[src/rtl/cpu_trace_monitor_if.sv]
// rtl/cpu_trace_monitor_if.sv - control, sample and readout signals of the trace monitor
interface cpu_trace_monitor_if #(
  parameter int ADDR_WIDTH  = 32,
  parameter int INSTR_WIDTH = 32,
  parameter int DEPTH       = 16,
  parameter int CNT_WIDTH   = 16
);
  localparam int FILL_W = $clog2(DEPTH) + 1;

  logic                              start;
  logic                              enable;
  logic [ADDR_WIDTH-1:0]             pc;
  logic [INSTR_WIDTH-1:0]            instruction;
  logic                              trig_en;
  logic [ADDR_WIDTH-1:0]             trig_pc;
  logic                              rd_en;
  logic [ADDR_WIDTH+INSTR_WIDTH-1:0] rd_data;
  logic                              rd_valid;
  logic [FILL_W-1:0]                 fill;
  logic [CNT_WIDTH-1:0]              cycle_count;
  logic                              busy;
  logic                              done;
  logic                              triggered;
  logic                              halted;
  logic                              timed_out;

  modport master (
    output start, enable, pc, instruction, trig_en, trig_pc, rd_en,
    input  rd_data, rd_valid, fill, cycle_count, busy, done, triggered, halted, timed_out
  );

  modport slave (
    input  start, enable, pc, instruction, trig_en, trig_pc, rd_en,
    output rd_data, rd_valid, fill, cycle_count, busy, done, triggered, halted, timed_out
  );
endinterface

[src/rtl/cpu_trace_monitor.sv]
// rtl/cpu_trace_monitor.sv - circular execution-trace capture with trigger, halt and timeout stop
module cpu_trace_monitor #(
  parameter int                     ADDR_WIDTH  = 32,
  parameter int                     INSTR_WIDTH = 32,
  parameter int                     DEPTH       = 16,
  parameter int                     POST_TRIG   = 4,
  parameter int                     CNT_WIDTH   = 16,
  parameter int                     TIMEOUT     = 1000,
  parameter logic [INSTR_WIDTH-1:0] HALT_INSTR  = 'h0000000c
) (
  input logic               clk,
  input logic               reset_n,
  cpu_trace_monitor_if.slave bus
);
  localparam int PTR_W  = $clog2(DEPTH);
  localparam int FILL_W = PTR_W + 1;
  localparam int DATA_W = ADDR_WIDTH + INSTR_WIDTH;

  localparam logic [FILL_W-1:0]    FILL_FULL = FILL_W'(DEPTH);
  localparam logic [CNT_WIDTH-1:0] CNT_MAX   = '1;
  localparam logic [CNT_WIDTH-1:0] CNT_STOP  = CNT_WIDTH'(TIMEOUT);
  localparam logic [PTR_W-1:0]     POST_LOAD = PTR_W'(POST_TRIG);

  localparam logic [1:0] ST_IDLE = 2'd0;
  localparam logic [1:0] ST_RUN  = 2'd1;
  localparam logic [1:0] ST_POST = 2'd2;
  localparam logic [1:0] ST_DONE = 2'd3;

  logic [1:0]             state_q, state_d;
  logic [PTR_W-1:0]       wr_ptr_q, wr_ptr_d;
  logic [FILL_W-1:0]      fill_q, fill_d;
  logic [CNT_WIDTH-1:0]   cycle_count_q, cycle_count_d;
  logic [PTR_W-1:0]       post_cnt_q, post_cnt_d;
  logic [ADDR_WIDTH-1:0]  prev_pc_q, prev_pc_d;
  logic                   prev_valid_q, prev_valid_d;
  logic                   triggered_q, triggered_d;
  logic                   halted_q, halted_d;
  logic                   timed_out_q, timed_out_d;
  logic [DATA_W-1:0]      rd_data_q, rd_data_d;
  logic                   rd_valid_q, rd_valid_d;

  logic [DATA_W-1:0]      trace_mem [DEPTH];
  logic                   mem_we;
  logic [DATA_W-1:0]      mem_wdata;
  logic [PTR_W-1:0]       rd_addr;
  logic [CNT_WIDTH-1:0]   cnt_inc;
  logic                   halt_hit;
  logic                   to_hit;
  logic                   trig_hit;

  // Next-state logic: start handling, sampling with stop detection, and oldest-first readout
  always_comb begin
    state_d       = state_q;
    wr_ptr_d      = wr_ptr_q;
    fill_d        = fill_q;
    cycle_count_d = cycle_count_q;
    post_cnt_d    = post_cnt_q;
    prev_pc_d     = prev_pc_q;
    prev_valid_d  = prev_valid_q;
    triggered_d   = triggered_q;
    halted_d      = halted_q;
    timed_out_d   = timed_out_q;
    rd_data_d     = rd_data_q;
    rd_valid_d    = 1'b0;
    mem_we        = 1'b0;
    mem_wdata     = {bus.pc, bus.instruction};

    cnt_inc  = (cycle_count_q == CNT_MAX) ? cycle_count_q : cycle_count_q + CNT_WIDTH'(1);
    halt_hit = (bus.instruction == HALT_INSTR) || (prev_valid_q && (bus.pc == prev_pc_q));
    to_hit   = (cnt_inc == CNT_STOP);
    trig_hit = (state_q == ST_RUN) && bus.trig_en && (bus.pc == bus.trig_pc);
    // With fill==DEPTH the low bits are zero, so the oldest entry sits at wr_ptr itself.
    rd_addr  = wr_ptr_q - fill_q[PTR_W-1:0];

    case (state_q)
      ST_IDLE, ST_DONE: begin
        if (bus.start) begin
          state_d       = ST_RUN;
          wr_ptr_d      = '0;
          fill_d        = '0;
          cycle_count_d = '0;
          post_cnt_d    = '0;
          prev_valid_d  = 1'b0;
          triggered_d   = 1'b0;
          halted_d      = 1'b0;
          timed_out_d   = 1'b0;
        end else if ((state_q == ST_DONE) && bus.rd_en && (fill_q != '0)) begin
          rd_data_d  = trace_mem[rd_addr];
          rd_valid_d = 1'b1;
          fill_d     = fill_q - FILL_W'(1);
        end
      end
      default: begin
        if (bus.enable) begin
          mem_we        = 1'b1;
          wr_ptr_d      = wr_ptr_q + PTR_W'(1);
          fill_d        = (fill_q == FILL_FULL) ? fill_q : fill_q + FILL_W'(1);
          cycle_count_d = cnt_inc;
          prev_pc_d     = bus.pc;
          prev_valid_d  = 1'b1;
          if (halt_hit) halted_d    = 1'b1;
          if (to_hit)   timed_out_d = 1'b1;
          if (trig_hit) triggered_d = 1'b1;
          // Halt and timeout end capture outright; a coincident trigger is only recorded.
          if (halt_hit || to_hit) begin
            state_d = ST_DONE;
          end else if (trig_hit) begin
            post_cnt_d = POST_LOAD;
            state_d    = (POST_TRIG == 0) ? ST_DONE : ST_POST;
          end else if (state_q == ST_POST) begin
            post_cnt_d = post_cnt_q - PTR_W'(1);
            if (post_cnt_q == PTR_W'(1)) state_d = ST_DONE;
          end
        end
      end
    endcase
  end

  // Control and status registers, cleared asynchronously
  always_ff @(posedge clk or negedge reset_n) begin
    if (!reset_n) begin
      state_q       <= ST_IDLE;
      wr_ptr_q      <= '0;
      fill_q        <= '0;
      cycle_count_q <= '0;
      post_cnt_q    <= '0;
      prev_pc_q     <= '0;
      prev_valid_q  <= 1'b0;
      triggered_q   <= 1'b0;
      halted_q      <= 1'b0;
      timed_out_q   <= 1'b0;
      rd_data_q     <= '0;
      rd_valid_q    <= 1'b0;
    end else begin
      state_q       <= state_d;
      wr_ptr_q      <= wr_ptr_d;
      fill_q        <= fill_d;
      cycle_count_q <= cycle_count_d;
      post_cnt_q    <= post_cnt_d;
      prev_pc_q     <= prev_pc_d;
      prev_valid_q  <= prev_valid_d;
      triggered_q   <= triggered_d;
      halted_q      <= halted_d;
      timed_out_q   <= timed_out_d;
      rd_data_q     <= rd_data_d;
      rd_valid_q    <= rd_valid_d;
    end
  end

  // Trace storage; contents are meaningless until written, so no reset
  always_ff @(posedge clk) begin
    if (mem_we) trace_mem[wr_ptr_q] <= mem_wdata;
  end

  assign bus.rd_data     = rd_data_q;
  assign bus.rd_valid    = rd_valid_q;
  assign bus.fill        = fill_q;
  assign bus.cycle_count = cycle_count_q;
  assign bus.busy        = (state_q == ST_RUN) || (state_q == ST_POST);
  assign bus.done        = (state_q == ST_DONE);
  assign bus.triggered   = triggered_q;
  assign bus.halted      = halted_q;
  assign bus.timed_out   = timed_out_q;
endmodule

[src/flat_wrapper.sv]
// flat-port wrapper written by rule: the top's interface ports become plain ports
module cpu_trace_monitor_flat 
#(
  parameter int                     ADDR_WIDTH  = 32,
  parameter int                     INSTR_WIDTH = 32,
  parameter int                     DEPTH       = 16,
  parameter int                     POST_TRIG   = 4,
  parameter int                     CNT_WIDTH   = 16,
  parameter int                     TIMEOUT     = 1000,
  parameter logic [INSTR_WIDTH-1:0] HALT_INSTR  = 'h0000000c
)
  (clk, reset_n, bus_start, bus_enable, bus_pc, bus_instruction, bus_trig_en, bus_trig_pc, bus_rd_en, bus_rd_data, bus_rd_valid, bus_fill, bus_cycle_count, bus_busy, bus_done, bus_triggered, bus_halted, bus_timed_out);
  cpu_trace_monitor_if #(.ADDR_WIDTH(ADDR_WIDTH), .INSTR_WIDTH(INSTR_WIDTH), .DEPTH(DEPTH), .CNT_WIDTH(CNT_WIDTH)) bus_i ();
  input logic clk;
  input logic reset_n;
  input wire logic [$bits(bus_i.start)-1:0] bus_start;
  input wire logic [$bits(bus_i.enable)-1:0] bus_enable;
  input wire logic [$bits(bus_i.pc)-1:0] bus_pc;
  input wire logic [$bits(bus_i.instruction)-1:0] bus_instruction;
  input wire logic [$bits(bus_i.trig_en)-1:0] bus_trig_en;
  input wire logic [$bits(bus_i.trig_pc)-1:0] bus_trig_pc;
  input wire logic [$bits(bus_i.rd_en)-1:0] bus_rd_en;
  output wire logic [$bits(bus_i.rd_data)-1:0] bus_rd_data;
  output wire logic [$bits(bus_i.rd_valid)-1:0] bus_rd_valid;
  output wire logic [$bits(bus_i.fill)-1:0] bus_fill;
  output wire logic [$bits(bus_i.cycle_count)-1:0] bus_cycle_count;
  output wire logic [$bits(bus_i.busy)-1:0] bus_busy;
  output wire logic [$bits(bus_i.done)-1:0] bus_done;
  output wire logic [$bits(bus_i.triggered)-1:0] bus_triggered;
  output wire logic [$bits(bus_i.halted)-1:0] bus_halted;
  output wire logic [$bits(bus_i.timed_out)-1:0] bus_timed_out;
  assign bus_i.start = bus_start;
  assign bus_i.enable = bus_enable;
  assign bus_i.pc = bus_pc;
  assign bus_i.instruction = bus_instruction;
  assign bus_i.trig_en = bus_trig_en;
  assign bus_i.trig_pc = bus_trig_pc;
  assign bus_i.rd_en = bus_rd_en;
  assign bus_rd_data = bus_i.rd_data;
  assign bus_rd_valid = bus_i.rd_valid;
  assign bus_fill = bus_i.fill;
  assign bus_cycle_count = bus_i.cycle_count;
  assign bus_busy = bus_i.busy;
  assign bus_done = bus_i.done;
  assign bus_triggered = bus_i.triggered;
  assign bus_halted = bus_i.halted;
  assign bus_timed_out = bus_i.timed_out;
  cpu_trace_monitor #(.ADDR_WIDTH(ADDR_WIDTH), .INSTR_WIDTH(INSTR_WIDTH), .DEPTH(DEPTH), .POST_TRIG(POST_TRIG), .CNT_WIDTH(CNT_WIDTH), .TIMEOUT(TIMEOUT), .HALT_INSTR(HALT_INSTR)) u_core (.clk(clk), .reset_n(reset_n), .bus(bus_i));
endmodule
[config.mk]
export PLATFORM = sky130hd
export DESIGN_NAME = cpu_trace_monitor_flat
export DESIGN_NICKNAME = d
export VERILOG_FILES = /design/src/rtl/cpu_trace_monitor_if.sv /design/src/rtl/cpu_trace_monitor.sv /design/src/flat_wrapper.sv
export SDC_FILE = /design/constraint.sdc
export NUM_CORES = 1
export LEC_CHECK = 0
export CAP_MARGIN = 20
export CORE_MARGIN = 3
export CORE_UTILIZATION = 45
export CTS_CLUSTER_DIAMETER = 80
export DETAILED_ROUTE_END_ITERATION = 16
export SLEW_MARGIN = 20
export SYNTH_ARGS = -nofsm -noshare
export SYNTH_HDL_FRONTEND = slang
export SYNTH_SLANG_ARGS = --single-unit
export TNS_END_PERCENT = 30
[constraint.sdc]
create_clock -name clk -period 8.6 [get_ports clk]
set_input_delay 2.58 -clock clk [delete_from_list [all_inputs] [get_ports clk]]
set_output_delay 2.58 -clock clk [all_outputs]
set_load 0.05 [all_outputs]
# Word level (Yosys, flattened, before mapping)
# Memory sizes are Yosys's and may differ from the RTL's. A register that Yosys moved wholly into a read port is not among the register bits.
# Index checks and enable logic that the tools add are counted.
[op_classes]
add_sub_neg = 6
eq_ne = 14
n_reduce_logical = 28
n_bitwise = 2
mux = 43
[op_table]
columns = ["op", "count"]
rows = [
  ["$eq A32 B32 Y1", 2],
  ["$mux W16", 4],
  ["$eq A32 B4 Y1 const B", 1],
  ["$mux W4", 8],
  ["$mux W5", 5],
  ["$mux W1", 19],
  ["$add A16 B1 Y16 const B", 1],
  ["$eq A16 B10 Y1 const B", 1],
  ["$eq A16 B16 Y1 const B", 1],
  ["$reduce_and A3 Y1", 5],
  ["$mux W2", 7],
  ["$reduce_and A4 Y1", 2],
  ["$reduce_bool A2 Y1", 4],
  ["$reduce_bool A4 Y1", 2],
  ["$ne A2 B2 Y1 const B", 3],
  ["$add A5 B1 Y5 const B", 1],
  ["$eq A5 B5 Y1 const B", 1],
  ["$logic_and A1 B1 Y1", 5],
  ["$reduce_bool A5 Y1", 1],
  ["$sub A5 B1 Y5 const B", 1],
  ["$add A4 B1 Y4 const B", 1],
  ["$eq A2 B2 Y1 const B", 2],
  ["$eq A4 B1 Y1 const B", 1],
  ["$reduce_and A2 Y1", 2],
  ["10 further kinds", 13],
]
[totals]
mem_bits_rw = 1024
inputBits = 102
mem_count = 1
regBits = 68
out_inout_bits = 91
[mem_list]
columns = ["memory", "depth", "width", "read_ports", "rd_clocked_by_memory_dff", "wr", "line_no", "source"]
rows = [
  ["u_core.trace_mem", 16, 64, 1, 1, 1, "cpu_trace_monitor.sv:42", "logic [DATA_W-1:0] trace_mem [DEPTH];"],
]

# Longest topological paths before layout
[logic_depth]
depth_word = 7
ltp_mapped = 12
mapped_depth_nobuf = 9

# Worst setup path before layout
# No wires, ideal clock.
[synth_timing]
kind = "input port to flip-flop"
start = "input bus_enable"
end = "memory u_core.trace_mem[4][0] (netlist bit), enable pin"
setup_time_ns = 0.429
n_path_buf = 1
path_stages = 6
t_arrival_ns = 4.820
path_slack_ns = 3.351
cell_sequence = "inv_1 nor2_1 clkbuf_1 nand2_1 nor2_1 and2_1"
[synth_between]
elab_chain_len = 4
[synth_lines]
columns = ["item", "line_no", "source"]
rows = [
  ["from (decl)", "flat_wrapper.sv:17", "input wire logic [$bits(bus_i.enable)-1:0] bus_enable;"],
  ["$mux W1", "cpu_trace_monitor.sv:94", "if (bus.enable) begin"],
  ["$mux W1", "cpu_trace_monitor.sv:75", "case (state_q)"],
  ["$mux W1", "cpu_trace_monitor.sv:152", "if (mem_we) trace_mem[wr_ptr_q] <= mem_wdata;"],
  ["$mux W1 (not written as such)", "cpu_trace_monitor.sv:152", ""],
  ["to (decl)", "cpu_trace_monitor.sv:42", ""],
]
# No other way between the ends.

# Worst setup path in the final report
[layout_timing]
start = "input bus_instruction[31]"
end = "register u_core.post_cnt_q[2]"
[layout_between]
elab_chain_len = 5
[layout_lines]
columns = ["item", "line_no", "source"]
rows = [
  ["from (decl)", "flat_wrapper.sv:19", "input wire logic [$bits(bus_i.instruction)-1:0] bus_instruction;"],
  ["$eq A32 B4 Y1", "cpu_trace_monitor.sv:69", "halt_hit = (bus.instruction == HALT_INSTR) || (prev_valid_q && (bus.pc == prev_pc_q));"],
  ["$logic_or A1 B1 Y1", "cpu_trace_monitor.sv:69", ""],
  ["$logic_or A1 B1 Y1", "cpu_trace_monitor.sv:105", "if (halt_hit || to_hit) begin"],
  ["$ne A2 B2 Y1 (no source line)", "n/a", ""],
  ["$reduce_and A4 Y1 (no source line)", "n/a", ""],
  ["to (signal assigned)", "cpu_trace_monitor.sv:139", "post_cnt_q <= post_cnt_d;"],
  ["to (decl)", "cpu_trace_monitor.sv:33", "logic [PTR_W-1:0] post_cnt_q, post_cnt_d;"],
]
# No other way between the ends.
# A chain may end at the register's enable or synchronous reset.

==> metrics.txt <==
Worst-path clk slew=0.06 ns; Post-synth ARST share=0.114; post-synthesis xor/xnor area fraction=0.0130; cell family with most CP delay=simple AND/OR/NAND/NOR gates; Simple-Gate Fraction of Synth Area=0.0715; Slowest-stage cell, CP=nor3_1; Net count, final=2971; final setup fails=0; sequential share of the synthesized area=0.741; Arr. time, crit path=5.91 ns; reg-to-reg startpoint=u_core.bus.fill[0]$_DFFE_PN0P_; post-synthesis compound-gate area fraction=0.0294; IO buf count=192; Tightest Pin Transition=1.11 ns; first-pass GRT wire length=170000 um; slew margin rel.=0.260; outcome=complete, no violations; Setup TNS=0 ns; Seq cells post-synth=1156; share of cells above drive strength 1=0.175; hold_buf cts=0; Synth Area in Adders=0.00479; DR DRC count=0; Finished Layout Cells=4312; I/O Pins=193; crit path from=bus_instruction[31]; DP Cell Count=4090; post-synthesis mux area share=0.126; synth top area cells=edfxtp_1 67%, mux4_2 13%, dfrtp_1 7.2%; top cell type's share of synthesized area=0.669; CP cell instances=clkdlybuf4s50_1 > nor4_1 > nand4_1 > nor3_1 > a31oi_1 > o41a_1 > a31o_1 > a221oi_2; Worst setup EP type=register; pins over their slew limit=0; routed length per instance=26.0 um; post-cts sizing count=0; DRT Wirelength=112000 um; drt via density=5.73; endpoint of the worst setup timing path=u_core.post_cnt_q[2]$_DFFE_PN0P_; Synthesized Nets=2754; Pre-antenna DRT Iters=5; GPL Wtd Cong=0.875; GR Overflow Total=0; Netlist Area Pre-Place=45900 um^2; CP Class=input pin to register; Worst Hold Class=register to register; Cells after Synth=2635; most common library cell in the layout ignoring fill and taps=edfxtp_1; postcts setup bufs=0; Std-Cell Rows=116; CTS root buffer=clkbuf_16; Mean Syn Cell Area=17.4 um^2; RSZ-0062 raised after global routing=false; pwr dens=396 nW/um^2; VDD IR max=509 uV; Worst R2R Setup Slack=4.07 ns; Routed Antenna Nets=0; vias in the first global route=26100; Floorplan Core Area=101000 um^2; P&R area growth vs syn=16.3%; Max Cap Violations=0; die height=326 um; total CTS buffers=116; critical path startpoint category=input pin; area leader, netlist=edfxtp_1; fmax=0.188 GHz; CP max stage delay=0.77 ns; Final Hold Fails=0; main combinational cell family by area after synthesis=multiplexers; CTS tree=yes; Synthesis Warnings=0; Clock Tree Buf Depth=3; Die Area=106000 um^2; storage element area=34100 um^2; critical path required time=9.19 ns; leakage power=0.0180 uW; multi-input logic area=11300 um^2; Fin Clk Skew=0.0270 ns; Critical R2R Capture=u_core.bus.rd_data[52]$_DFFE_PN0P_; WP depth=8; post-synth cell types=71; initial antenna violation count=1; most frequent cells in the layout=1024 x edfxtp_1, 500 x nand2_1, 256 x mux4_2; crit path max fanout=17; starting density of the core=0.456; Global Route Usage Sum=0.214; via count=24700; Tcrit/Tclk final=0.618; worst hold start=u_core.bus.rd_data[15]$_DFFE_PN0P_; FILL cells=8076; H-Tree Level Count=3; dpl hpwl=60900 um; DIE WIDTH=326 um; CTS sink cnt=1156; crit path time final=5.32 ns; pin count of the biggest net entering global routing=123; Worst Reg-to-Reg Cells=9; Top FF cell, synth=edfxtp_1; drt initial violations=2394; Post-synth EDFFs=1024; worst skew pair latency=0.71 ns; Buf+Inv Stages, Crit Path=1
through the flow:
step / power (uW) / cell area, um^2 / setup WS (ns) / util / hold WS [ns]
3_5_place_dp: 16200 / 49500 / 2.59 / 0.491 / 0.470
4_1_cts: 21400 / 53400 / 3.28 / 0.530 / 0.484
5_1_grt: 22400 / 53400 / 3.19 / 0.531 / 0.509
2_1_floorplan: 13300 / 45900 / 3.35 / - / 0.460
6_report: 21200 / 53500 / 3.28 / 0.531 / 0.479
3_3_place_gp: 16200 / 49500 / 2.71 / 0.491 / 0.461
worst min path at each step:
stage                                                     to  slack (ns)  depth (start not counted)
final                     u_core.bus.rd_data[15]$_DFFE_PN0P_        0.48                          2
after global routing       u_core.bus.rd_data[9]$_DFFE_PN0P_        0.51                          2
after CTS                 u_core.bus.rd_data[43]$_DFFE_PN0P_        0.48                          2
after detailed placement  u_core.bus.rd_data[43]$_DFFE_PN0P_        0.47                          2
after global placement    u_core.bus.rd_data[22]$_DFFE_PN0P_        0.46                          2
after floorplan             u_core.prev_pc_q[17]$_DFFE_PN0P_        0.46                          2
state kept, by name, indices dropped and copies added, names as in the netlist, 2 cells and up:
register,count
u_core.trace_mem,1024
u_core.prev_pc_q,32
u_core.bus.rd_data,64
u_core.bus.cycle_count,16
u_core.post_cnt_q,4
u_core.wr_ptr_q,4
u_core.bus.fill,5
u_core.state_q,2
layout make-up:
class | count | share of cell area
Multi-Input combinational cell | 1316 | 0.212
Sequential cell | 1156 | 0.637
Timing Repair Buffer | 236 | 0.0432
Inverter | 26 | 0.00183
Antenna cell | 1 | 0.0000468
Tap cell | 1357 | 0.0318
Clock inverter | 63 | 0.0135
Clock buffer | 157 | 0.0605
cell families after synthesis:
group / count (synthesis)
compound gates: 228
xor+xnor: 68
fa+ha+maj: 17
flops: 1156
mux: 257
simple gates: 746
buf+inv: 163
where the power goes:
group          internal [uW]  switching (uW)
clock network           3030            2130
registers               6570             240
logic                   3630            5550
worst min-delay path: stages (launching register included):
cell     delay (ns)
dfrtp_1        0.34
nand2_1        0.05
o21ai_0        0.06
cell usage after synthesis, types with 27 or more instances:
cell type,count
edfxtp_1,1024
o21ai_0,151
dfrtp_1,132
a21oi_1,27
buf_2,31
clkbuf_1,77
xor2_1,35
mux4_2,256
nor2_1,36
xnor2_1,33
nor4_1,29
nand3_1,82
nand2_1,501
routing by layer:
metal,track usage,wire length (um),vias to the layer above
met2,0.347,54300,901
met5,0,0,-
met1,0.307,48600,13000
met4,0.0536,2610,0
li1,-,-,10700
met3,0.0339,6750,152
(Power assumes the default switching activity.)
